File: src/rtl/led_pkg.sv
// Shared definitions for the LED bank scheduler.
//   - state_t   : scheduler FSM states
//   - NUM_REQ   : number of requesters competing for the LED bank
//   - LED_W     : width of one requester's LED pattern
//   - rr_pick() : round-robin winner search starting after the last owner
package led_pkg;

    localparam int NUM_REQ = 4;
    localparam int LED_W   = 6;
    localparam int PTR_W   = 2;

    typedef enum logic [1:0] {
        IDLE   = 2'd0,
        OWN    = 2'd1,
        SWITCH = 2'd2
    } state_t;

    // Returns the first requester with req high, searching last+1, last+2, ...
    // and finally last itself (lowest priority). The loop walks offsets from
    // the far end inward so the nearest hit overwrites earlier ones. When no
    // request is high the result is 'last'; callers gate on |req separately.
    function automatic logic [PTR_W-1:0] rr_pick(input logic [NUM_REQ-1:0] req,
                                                 input logic [PTR_W-1:0]   last);
        logic [PTR_W-1:0] idx;
        logic [PTR_W-1:0] pick;
        pick = last;
        for (int i = NUM_REQ; i >= 1; i--) begin
            idx = last + PTR_W'(i);
            if (req[idx]) begin
                pick = idx;
            end
        end
        return pick;
    endfunction

endpackage

File: src/rtl/led_prescaler.sv
// Tick prescaler for the LED scheduler.
// Ports:
//   clk50 : clock
//   rst_n : asynchronous active-low reset
//   tick  : one-cycle pulse every 2^TICK_BIT clk50 cycles
// The counter is TICK_BIT+1 bits wide. Its top bit is the tick itself; on the
// cycle after it sets, the top bit is dropped while the low bits keep
// counting, so the period is exactly 2^TICK_BIT with no extra dead cycle.
module led_prescaler #(
    parameter int TICK_BIT = 22
) (
    input  logic clk50,
    input  logic rst_n,
    output logic tick
);

    logic [TICK_BIT:0] cnt_reg;
    logic [TICK_BIT:0] cnt_next;

    always_comb begin
        cnt_next = {1'b0, cnt_reg[TICK_BIT-1:0]} + {{TICK_BIT{1'b0}}, 1'b1};
    end

    always_ff @(posedge clk50 or negedge rst_n) begin
        if (!rst_n) begin
            cnt_reg <= '0;
        end else begin
            cnt_reg <= cnt_next;
        end
    end

    assign tick = cnt_reg[TICK_BIT];

endmodule

File: src/rtl/led_sched.sv
// Round-robin scheduler granting a shared 6-bit LED bank to one of four
// requesters, with a minimum ownership time measured in prescaler ticks.
// Ports:
//   clk50   : clock
//   rst_n   : asynchronous active-low reset
//   req     : per-requester request
//   pattern : requester i pattern on bits [6i+5:6i]
//   grant   : one-hot owner, or zero when nobody owns the bank
//   leds    : registered LED drive (owner pattern, else zero)
//   blink   : heartbeat, toggles on each tick while idle
//   tick    : prescaler pulse, once per tick period
module led_sched
    import led_pkg::*;
#(
    parameter int TICK_BIT   = 22,
    parameter int HOLD_TICKS = 4
) (
    input  logic                     clk50,
    input  logic                     rst_n,
    input  logic [NUM_REQ-1:0]       req,
    input  logic [NUM_REQ*LED_W-1:0] pattern,
    output logic [NUM_REQ-1:0]       grant,
    output logic [LED_W-1:0]         leds,
    output logic                     blink,
    output logic                     tick
);

    localparam logic [7:0]         HOLD_MAX = 8'(HOLD_TICKS);
    localparam logic [NUM_REQ-1:0] ONE_HOT0 = NUM_REQ'(1);

    state_t                 state_reg, state_next;
    logic [PTR_W-1:0]       last_reg, last_next;     // current/last owner
    logic [7:0]             hold_reg, hold_next;
    logic [NUM_REQ-1:0]     grant_reg, grant_next;
    logic [LED_W-1:0]       leds_reg, leds_next;
    logic                   blink_reg, blink_next;

    logic [LED_W-1:0]       pat_arr [NUM_REQ];
    logic [PTR_W-1:0]       winner;
    logic                   any_req;
    logic [NUM_REQ-1:0]     owner_mask;

    led_prescaler #(
        .TICK_BIT (TICK_BIT)
    ) u_prescaler (
        .clk50 (clk50),
        .rst_n (rst_n),
        .tick  (tick)
    );

    genvar gi;
    generate
        for (gi = 0; gi < NUM_REQ; gi++) begin : g_pat
            assign pat_arr[gi] = pattern[gi*LED_W +: LED_W];
        end
    endgenerate

    assign winner     = rr_pick(req, last_reg);
    assign any_req    = |req;
    assign owner_mask = ONE_HOT0 << last_reg;

    always_comb begin
        state_next = state_reg;
        last_next  = last_reg;
        hold_next  = hold_reg;
        grant_next = grant_reg;
        leds_next  = leds_reg;
        blink_next = blink_reg;

        case (state_reg)
            IDLE: begin
                grant_next = '0;
                leds_next  = '0;
                if (tick) begin
                    blink_next = ~blink_reg;
                end
                if (any_req) begin
                    state_next = OWN;
                    grant_next = ONE_HOT0 << winner;
                    last_next  = winner;
                    hold_next  = '0;
                end
            end

            OWN: begin
                leds_next = pat_arr[last_reg];
                if (tick && (hold_reg != HOLD_MAX)) begin
                    hold_next = hold_reg + 8'd1;
                end
                // Dropping the request releases immediately; otherwise the
                // owner is only preempted once its hold time has elapsed.
                if ((req & owner_mask) == '0) begin
                    state_next = SWITCH;
                    grant_next = '0;
                    leds_next  = '0;
                end else if ((hold_reg == HOLD_MAX) && ((req & ~owner_mask) != '0)) begin
                    state_next = SWITCH;
                    grant_next = '0;
                    leds_next  = '0;
                end
            end

            SWITCH: begin
                grant_next = '0;
                leds_next  = '0;
                if (any_req) begin
                    state_next = OWN;
                    grant_next = ONE_HOT0 << winner;
                    last_next  = winner;
                    hold_next  = '0;
                end else begin
                    state_next = IDLE;
                end
            end

            default: begin
                state_next = IDLE;
                grant_next = '0;
                leds_next  = '0;
            end
        endcase
    end

    always_ff @(posedge clk50 or negedge rst_n) begin
        if (!rst_n) begin
            state_reg <= IDLE;
            last_reg  <= PTR_W'(NUM_REQ - 1);
            hold_reg  <= '0;
            grant_reg <= '0;
            leds_reg  <= '0;
            blink_reg <= 1'b0;
        end else begin
            state_reg <= state_next;
            last_reg  <= last_next;
            hold_reg  <= hold_next;
            grant_reg <= grant_next;
            leds_reg  <= leds_next;
            blink_reg <= blink_next;
        end
    end

    assign grant = grant_reg;
    assign leds  = leds_reg;
    assign blink = blink_reg;

endmodule

File: config.mk
export PLATFORM = sky130hd
export DESIGN_NAME = led_sched
export DESIGN_NICKNAME = d
export VERILOG_FILES = /design/src/rtl/led_pkg.sv /design/src/rtl/led_prescaler.sv /design/src/rtl/led_sched.sv
export SDC_FILE = /design/constraint.sdc
export NUM_CORES = 1
export LEC_CHECK = 0
export ABC_AREA = 1
export CAP_MARGIN = 20
export CORE_ASPECT_RATIO = 0.8
export CORE_MARGIN = 5
export CORE_UTILIZATION = 30
export CTS_CLUSTER_SIZE = 24
export DETAILED_ROUTE_END_ITERATION = 16
export PLACE_DENSITY = 0.54
export SLEW_MARGIN = 20
export SYNTH_ARGS = -nofsm -noshare
export SYNTH_HDL_FRONTEND = slang
export SYNTH_SLANG_ARGS = --single-unit
File: constraint.sdc
create_clock -name clk50 -period 1.8 [get_ports clk50]
set_input_delay 0.36 -clock clk50 [delete_from_list [all_inputs] [get_ports clk50]]
set_output_delay 0.36 -clock clk50 [all_outputs]
set_load 0.01 [all_outputs]
* After elaboration in Yosys (flattened, before gate mapping)
Index checks and enable logic that the tools add are counted.
** Word-level totals
- Word-level logic and storage cells :: 70
- Output and inout port bits :: 12
- Memory bits (read-only) :: 0
- Latch bits :: 0
- Memories kept :: 0
- Flip-flop bits (word level) :: 46
- Memory bits (writable) :: 0
** Operators by class
- Shifts and indexed selects :: 2
- Divide/modulo/power cells :: 0
- Muxes and demuxes :: 27
- Order comparisons :: 4
- $mul :: 0
- Bitwise gates (word level) :: 5
- Equal/unequal tests :: 8
- $add $sub $neg :: 5
- Reductions and logical operators :: 12
** Operators by type and width (count)
- two-way mux 6 bit :: 5
- adder 22 x 1 -> 23 bit, second input constant :: 1
- two-way mux 8 bit :: 2
- one-hot mux 8 bit (2 select lines) :: 1
- binary-select mux 6 bit (select 2 bit) :: 1
- two-way mux 2 bit :: 6
- two-way mux 4 bit :: 3
- less-than comparator 2 x 3 -> 1 bit, second input constant :: 3
- adder 8 x 1 -> 8 bit, second input constant :: 1
- bitwise AND 4 bit :: 2
- == test 8 x 3 -> 1 bit, second input constant :: 1
- != test 8 x 3 -> 1 bit, second input constant :: 1
- one-hot mux 4 bit (2 select lines) :: 1
- left shift 1 x 2 -> 4 bit, first input constant :: 2
- binary-select mux 1 bit (select 2 bit) :: 3
- one-hot mux 2 bit (3 select lines) :: 1
- AND reduction 2 bit :: 3
- adder 2 bit, second input constant :: 2
- logical NOT 4 bit :: 1
- two-way mux 1 bit :: 4
- != test 2 bit, second input constant :: 2
- inverter 4 bit :: 1
- nonzero test 4 bit :: 1
- OR reduction 4 bit :: 1
- other kinds (13) :: 14

* Longest topological paths before layout
- Depth after elaboration :: 9
- Depth in mapped cells :: 13
- Gate-level depth less buffers :: 11

* Modules after synthesis
From an unflattened synthesis, not the netlist that was laid out.
** Second synthesis, totals
- Cells, all modules :: 332
- Area total of the unflattened synthesis :: 2621.3 µm²
** Modules (own cells, without submodules)
- led_sched :: area each 1460.2 µm², cells each 203, seq. area each 578.1 µm², times used 1
- led_prescaler :: area each 1161.1 µm², cells each 129, seq. area each 575.6 µm², times used 1

* Worst setup path after synthesis
No wires, ideal clock.
- Kind :: register to register
- From :: register last_reg[0]
- To :: register grant_reg[1], in the netlist grant[1]
- Setup time :: 118 ps
- Path buffers :: 2
- Setup slack :: -173 ps
- Data arrival time :: 1855 ps
- Cell stages (with the launch flop) :: 13
- Data required time :: 1682 ps
- Cells stage by stage :: dfstp_2 > buf_2 > inv_2 > clkbuf_1 > ha_1 > inv_1 > nand3_1 > nand2_1 > inv_1 > nand3_1 > nand2_1 > nand3_1 > nand2_1
** Between the ends
- Cells in the longest elaborated chain, start to end :: 9
- Elaborated cells on any way between the ends :: 24
- Those cells by class :: 3 x add/sub; 1 x eq/ne; 2 x shift; 12 x mux; 3 x bitwise; 3 x reduce/logical
** RTL lines
- start, declared :: RTL line led_sched.sv:32 : logic [PTR_W-1:0] last_reg, last_next;
- start signal, assigned :: RTL line led_sched.sv:127 : last_reg <= PTR_W'(NUM_REQ - 1);
- start signal, assigned :: RTL line led_sched.sv:134 : last_reg <= last_next;
- adder 2 bit :: RTL line led_pkg.sv:28 : idx = last + PTR_W'(i);
- binary-select mux 1 bit (select 2 bit) :: RTL line led_pkg.sv:29 : if (req[idx]) begin
- two-way mux 1 bit (implied by the code) :: RTL line led_pkg.sv:29
- two-way mux 2 bit (3 in a row) :: RTL line led_pkg.sv:29
- left shift 1 x 2 -> 4 bit :: RTL line led_sched.sv:79, led_sched.sv:108
- two-way mux 4 bit :: RTL line led_sched.sv:77, led_sched.sv:106
- one-hot mux 4 bit (2 select lines) :: RTL line led_sched.sv:70 : case (state_reg)
- end signal, assigned :: RTL line led_sched.sv:136 : grant_reg <= grant_next;
- end, declared :: RTL line led_sched.sv:34 : logic [NUM_REQ-1:0] grant_reg, grant_next;
Parallel ways exist; a longest one is shown, timed or not. The select of a mux whose other input is x is not followed.
A chain may end at the register's enable or synchronous reset.

* Worst setup path in the final report
- From :: register last_reg[0]
- To :: register grant_reg[2], in the netlist grant[2]
Same word-level chain as after synthesis.

==> flow_summary.ini <==
[floorplanning]
dieArea_mm2 = 0.0103
core_mm2 = 0.00806
start_util = 0.313
ioPinCount = 42
die_w_um = 112
rows = 29
die-height_um = 91.9

[worst_hold_path]
hold_start = u_prescaler.cnt_reg[19]
min_path_type = register to register

[place]
placedCellCount = 456
placed_area_mm2 = 0.00312
dp_hpwl_mm = 4.37
gp_congestion = 0.819
portBuffers = 41

[status]
status = finished clean

[timing]
worst_pin_slew_ns = 0.356
hold_viol_final = 0
clock-skew-final_ns = 0.00729
period_minus_slack_ns = 1.71
slew_violations = 0
maxSlewHeadroom = 0.762
fin_crit_sh = 0.948
setup_viol_count_final = 0
fmax_mhz = 586
setup_tns_ns = 0

[grt]
grt_pass1_vias = 2095
grt_pass1_wl_mm = 9.82
track_usage = 0.114
grt_start_max_net_pins = 20
antenna_found_initial = 0
grt_overflow_total = 0

[detailed_routing]
dr.pass1.iters = 4
wl_mm = 5.63
wl_per_cell_um = 12.1
drc = 0
ant_nets = 0
drt_iter0_markers = 114
vias = 2144
vias_per_cell = 4.60

[layout]
layout.cells.non_filler = 466
largest_reg_flops = 23
num-nets-final = 394
ff_latch_area_mm2 = 0.00115
mostFrequentLayoutCells = 61 x nand2_1, 44 x dfrtp_1, 40 x clkdlybuf4s50_1, 38 x nor2_1, 30 x nand3_1
final_util = 0.404
drive_above_1_share = 0.117
final_area_mm2 = 0.00325
synthToLayoutAreaGrowth_pct = 29.3
layout_commonest_cell = nand2_1
diodes = 0
fillers = 848
multi_input_area_mm2 = 0.00126

[clocking]
tritoncts = done
numCtsBuffers = 5
clock_path_buffers = 2
cts.sinks = 46
clock_latency_ns = 0.29
path_clk_slew_ns = 0.08
cts.htree.levels = 2
root_buffer = clkbuf_8

[critical_path]
cp_max_fo = 7
worst_path_max_delay_cell = dfstp_2
max_stage_delay_ns = 0.61
reg2reg_from = last_reg[0]
criticalPathCategory = register to register
cp_top_family = flip-flops
critPathArrivalTime_ns = 1.94
cp.required_ns = 2.03
crit_chain = inv_4 -> ha_4 -> inv_1 -> nand3_1 -> nand2_1 -> nand3_1 -> a21boi_1 -> nand4_1 -> nand2_1
cp-startpoint = last_reg[0]
crit_buf_inv = 2
end_kind = register
startpoint_type = register

[power]
ir_drop_mv = 0.439
powerDensity_mw_per_mm2 = 1120
leakage_nw = 1.53

[logic_synthesis]
syn_nets = 339
synth_seq_area_share = 0.458
synth_cell_types = 32
avgSynthCellArea_um2 = 8.34
syn_inst = 302
ys_warn_count = 0
syn_area_mm2 = 0.00252
synth_seq_cells = 46

[job]
cap_violations = 0
-- power breakdown --
group | switching, mW | internal, mW
Combinational | 0.994 | 0.686
Clock | 0.339 | 0.310
Sequential | 0.114 | 1.19
Total | 1.45 | 2.19
-- worst paths after layout --
kind	end	slack, ns	depth (start not counted)
worst max-delay path	grant[2]	0.09	9
max in group asynchronous	leds[5]	0.76	3
worst max register to register	grant[2]	0.09	9
worst min register to register	u_prescaler.cnt_reg[19]	0.47	1
min in group asynchronous	blink	0.49	2
worst min-delay path	u_prescaler.cnt_reg[19]	0.47	1
-- routing by layer --
metal,global-route usage,part of all wire
met5,0,0
met4,0.0270,0.0062
met3,0.0329,0.055
met2,0.171,0.44
met1,0.163,0.50
-- final cells by class --
class	count	share of cell area
tap	108	0.0415
multi-input combinational	223	0.389
inverter	27	0.0319
sequential	46	0.354
clock inverter	1	0.00154
clock buffer	7	0.0265
timing repair buffer	54	0.155
-- cells in the mapped netlist --
| cell type | count | share of area |
|---|---|---|
| a21boi_1 | 1 | 0.0030 |
| a21oi_1 | 9 | 0.018 |
| a31oi_1 | 1 | 0.0025 |
| a41oi_4 | 1 | 0.011 |
| and3_1 | 1 | 0.0025 |
| buf_1 | 1 | 0.0015 |
| buf_2 | 3 | 0.0060 |
| buf_4 | 1 | 0.0030 |
| clkbuf_1 | 1 | 0.0015 |
| dfrtp_1 | 44 | 0.44 |
| dfstp_2 | 2 | 0.021 |
| ha_1 | 7 | 0.035 |
| inv_1 | 25 | 0.037 |
| inv_2 | 2 | 0.0030 |
| nand2_1 | 63 | 0.094 |
| nand2_2 | 1 | 0.0025 |
| nand3_1 | 32 | 0.064 |
| nand3_2 | 1 | 0.0040 |
| nand3_4 | 2 | 0.014 |
| nand4_1 | 9 | 0.022 |
| nor2_1 | 38 | 0.057 |
| nor2_2 | 5 | 0.012 |
| nor2_4 | 2 | 0.0089 |
| nor3_1 | 2 | 0.0040 |
| nor3b_1 | 1 | 0.0030 |
| nor4_1 | 2 | 0.0050 |
| o21ai_0 | 17 | 0.034 |
| o21bai_1 | 1 | 0.0030 |
| o22ai_1 | 2 | 0.0050 |
| or2_2 | 1 | 0.0025 |
| xnor2_1 | 8 | 0.028 |
| xor2_1 | 16 | 0.056 |
-- through the flow --
| step | worst slack, ns | power (mW) | hold WS (ns) |
|---|---|---|---|
| detailed placement | 0.0674 | 2.94 | 0.278 |
| global placement | 0.0481 | 2.93 | 0.273 |
| CTS | 0.0605 | 3.61 | 0.471 |
| floorplan | 0.00392 | 2.40 | 0.0644 |
| global route | -0.0196 | 3.99 | 0.501 |
| finish | 0.0940 | 3.63 | 0.466 |
-- what timing repair did --
item / 4_1_cts / 5_1_grt
setup buffers: 0 / 1
resized for setup: 0 / 6
hold endpoints to repair: 10 / 0
hold buffers: 1 / 0
setup endpoints to repair: 0 / 6
-- cells by family after synthesis --
group / count (synthesis) / share of synthesized area
AOI/OAI and AO/OA: 32 / 0.0760
DFF: 46 / 0.458
xor gates and xnor gates: 24 / 0.0835
adders and majority gates: 7 / 0.0348
and+or+nand+nor: 160 / 0.295
buffers and inverters: 33 / 0.0522
No activity file was read; power rests on OpenSTA's default activity.
==> RTL edit: new RTL, config.mk and constraints unchanged <==
Set the package constant `LED_W` to 3 (it was 6).
--- a/src/rtl/led_pkg.sv
+++ b/src/rtl/led_pkg.sv
@@ -6,7 +6,7 @@
 package led_pkg;
 
     localparam int NUM_REQ = 4;
-    localparam int LED_W   = 6;
+    localparam int LED_W   = 3;
     localparam int PTR_W   = 2;
 
     typedef enum logic [1:0] {
Ports: changed (resized leds and pattern); port bits go from 42 to 27. No check against the original RTL was run, so the function may have changed too.
==> RTL edit against the unedited design <==
Total power fell by 3.3%. Core utilization fell by 2.6 points. Wire length fell by 12%. Largest cell class unchanged. Critical path depth did not move. Sequential cell count fell by 3. Area after synthesis fell by 4.9%. Largest power group unchanged. Critical endpoint unchanged. Clock skew fell by 0.0015 ns. Setup slack improved by 0.072 ns. Cell count fell by 7.5%. Highest routed layer unchanged. Cell area fell by 9.0%. Clock power rose by 3%.
==> RTL edit: results (changes against the unedited design) <==
Arrival @ worst endpoint = 1.81 ns (-0.13 ns)
Max clock buf depth = 2 (unchanged)
number of antenna violations at the first check in global routing = 0 (unchanged)
r2r setup slk = 0.17 ns (+0.07 ns)
YS warnings = 0 (unchanged)
Port Buf Inserts = 26 (-37%)
GRT Overall Usage = 0.107 (-0.00723)
top cells by area, synth = dfrtp_1 43%, nand2_1 8.5%, xor2_1 5.5%, nor2_1 5.2%, inv_1 4.2%
fillers = 832 (-1.9%)
run status = finished clean
final net count = 347 (-12%)
Placed Area = 2840 sq um (-9.2%)
clock latency on the worst-skew pair = 0.29 ns (about the same)
Yosys cell types = 29 (-9.4%)
vias per inst = 4.40 (-4.3%)
R2R Path Start = last_reg[0]
largest net degree at the start of global routing = 24 (+20%)
share of layout cells above drive strength 1 = 0.180 (+0.0622)
FF-to-FF path depth = 9 (unchanged)
Post-Syn Nets = 305 (-10%)
drt first pass iters = 4 (unchanged)
vias in the first global route = 1775 (-15%)
Top delay family on crit path = flip-flops
worst-margin pin slew = 0.383 ns (+0.0275 ns)
Slowest cell on crit path = dfstp_2
CTS H-Tree Depth = 2 (unchanged)
leakage = 1.37 nW (-11%)
post-DP HPWL = 3850 um (-12%)
clk slew on worst S/H paths = 0.08 ns (about the same)
postcts setup bufs = 0 (unchanged)
sequential cell area fraction in the yosys report = 0.451 (-0.00765)
GP Congestion = 0.808 (-1.4%)
Ant. Diodes = 0 (unchanged)
TritonCTS Buffers = 5 (unchanged)
Reg-to-Reg End = grant[2]
DRC marker count from the first detailed-route iteration = 61 (-46%)
clk root buf = clkbuf_8
worst hold path class = in2async
VDD IR max = 0.000469 V (+6.9%)
max incr delay on CP = 0.56 ns (-0.05 ns)
Max FO, Critical Path = 6 (-1)
skew final = 0.00574 ns (-0.00155 ns)
synth cell count leaders = 54 x nand2_1, 41 x dfrtp_1, 33 x nor2_1
total wire length = 4940 um (-12%)
global-route wire length before repair = 8460 um (-14%)
-- RTL edit: changes by cell type after synthesis, sizes merged, moves of 2 or more --
| cell | change |
|---|---|
| nor3 | +7 |
| a21oi | -3 |
| dfrtp | -3 |
| nor2 | -8 |
| nand3 | -13 |
| nor4 | -2 |
| o21ai | +2 |
| inv | +6 |
| buf | -2 |
-- RTL edit: kinds of logic (layout without fill, tap and decap cells) --
| logic type | Yosys count | in the layout | synth area share |
|---|---|---|---|
| and+or+nand+nor | 141 | 141 | 0.289 |
| DFF | 43 | 43 | 0.451 |
| buffers and inverters | 36 | 79 | 0.0643 |
| AOI/OAI and AO/OA | 31 | 31 | 0.0789 |
| xor gates and xnor gates | 22 | 22 | 0.0805 |
| adders and majority gates | 7 | 7 | 0.0366 |
-- RTL edit: worst reg2reg max path, cell delays in order, from the launching register on --
cell,delay [ns]
dfstp_2,0.56
inv_2,0.06
ha_1,0.21
nand2_1,0.07
nand2_1,0.05
nor2_1,0.15
nor2_2,0.06
nand2_2,0.13
nor2_1,0.05
o21bai_2,0.17
-- RTL edit: area by class of cell --
cell class	count	share of cell area
repair buffers	38	0.117
multi-input cells	201	0.397
clock buffers	8	0.0338
inverters	33	0.0418
flip-flops and latches	43	0.364
well taps	108	0.0456
-- RTL edit: worst max path at each step --
stage           startpoint       end  slack (ns)  cells past startpoint
2_1_floorplan  last_reg[0]  grant[1]        0.07                     11
3_3_place_gp        req[1]  grant[1]       -0.03                     10
3_5_place_dp        req[1]  grant[1]       -0.06                     10
4_1_cts        last_reg[0]  grant[1]        0.11                     10
5_1_grt        last_reg[0]  grant[2]        0.06                      7
6_report       last_reg[0]  grant[2]        0.17                      9
-- RTL edit: repair_timing --
action,4_1_cts,5_1_grt
hold buffers,1,0
resized for setup,0,2
hold endpoints to repair,8,0
setup endpoints to repair,0,1
-- RTL edit: layer usage --
layer	track usage	wire, um	up-vias
met3	0.0315	186	2
met5	0	0	-
met2	0.153	2170	22
met1	0.159	2560	886
li1	-	-	987
met4	0.0228	16	0
-- RTL edit: power by group --
group / switching [mW] / total (mW) / leakage (nW) / internal (mW)
clock network: 0.315 / 0.666 / 0.0515 / 0.350
logic: 0.964 / 1.65 / 0.745 / 0.683
registers: 0.100 / 1.20 / 0.570 / 1.10
total: 1.38 / 3.52 / 1.37 / 2.14
-- RTL edit: through the flow --
step                      setup TNS (ns)  instances  hold slack (ns)  setup WS (ns)  utilization
after floorplan                        0        280           0.0644         0.0671            -
after global placement           -0.0358        422            0.233        -0.0276        0.362
after detailed placement          -0.161        422            0.234        -0.0631        0.362
after CTS                              0        431            0.446          0.105        0.376
after global routing                   0        431            0.466         0.0587        0.378
final                                  0        431            0.455          0.166        0.378
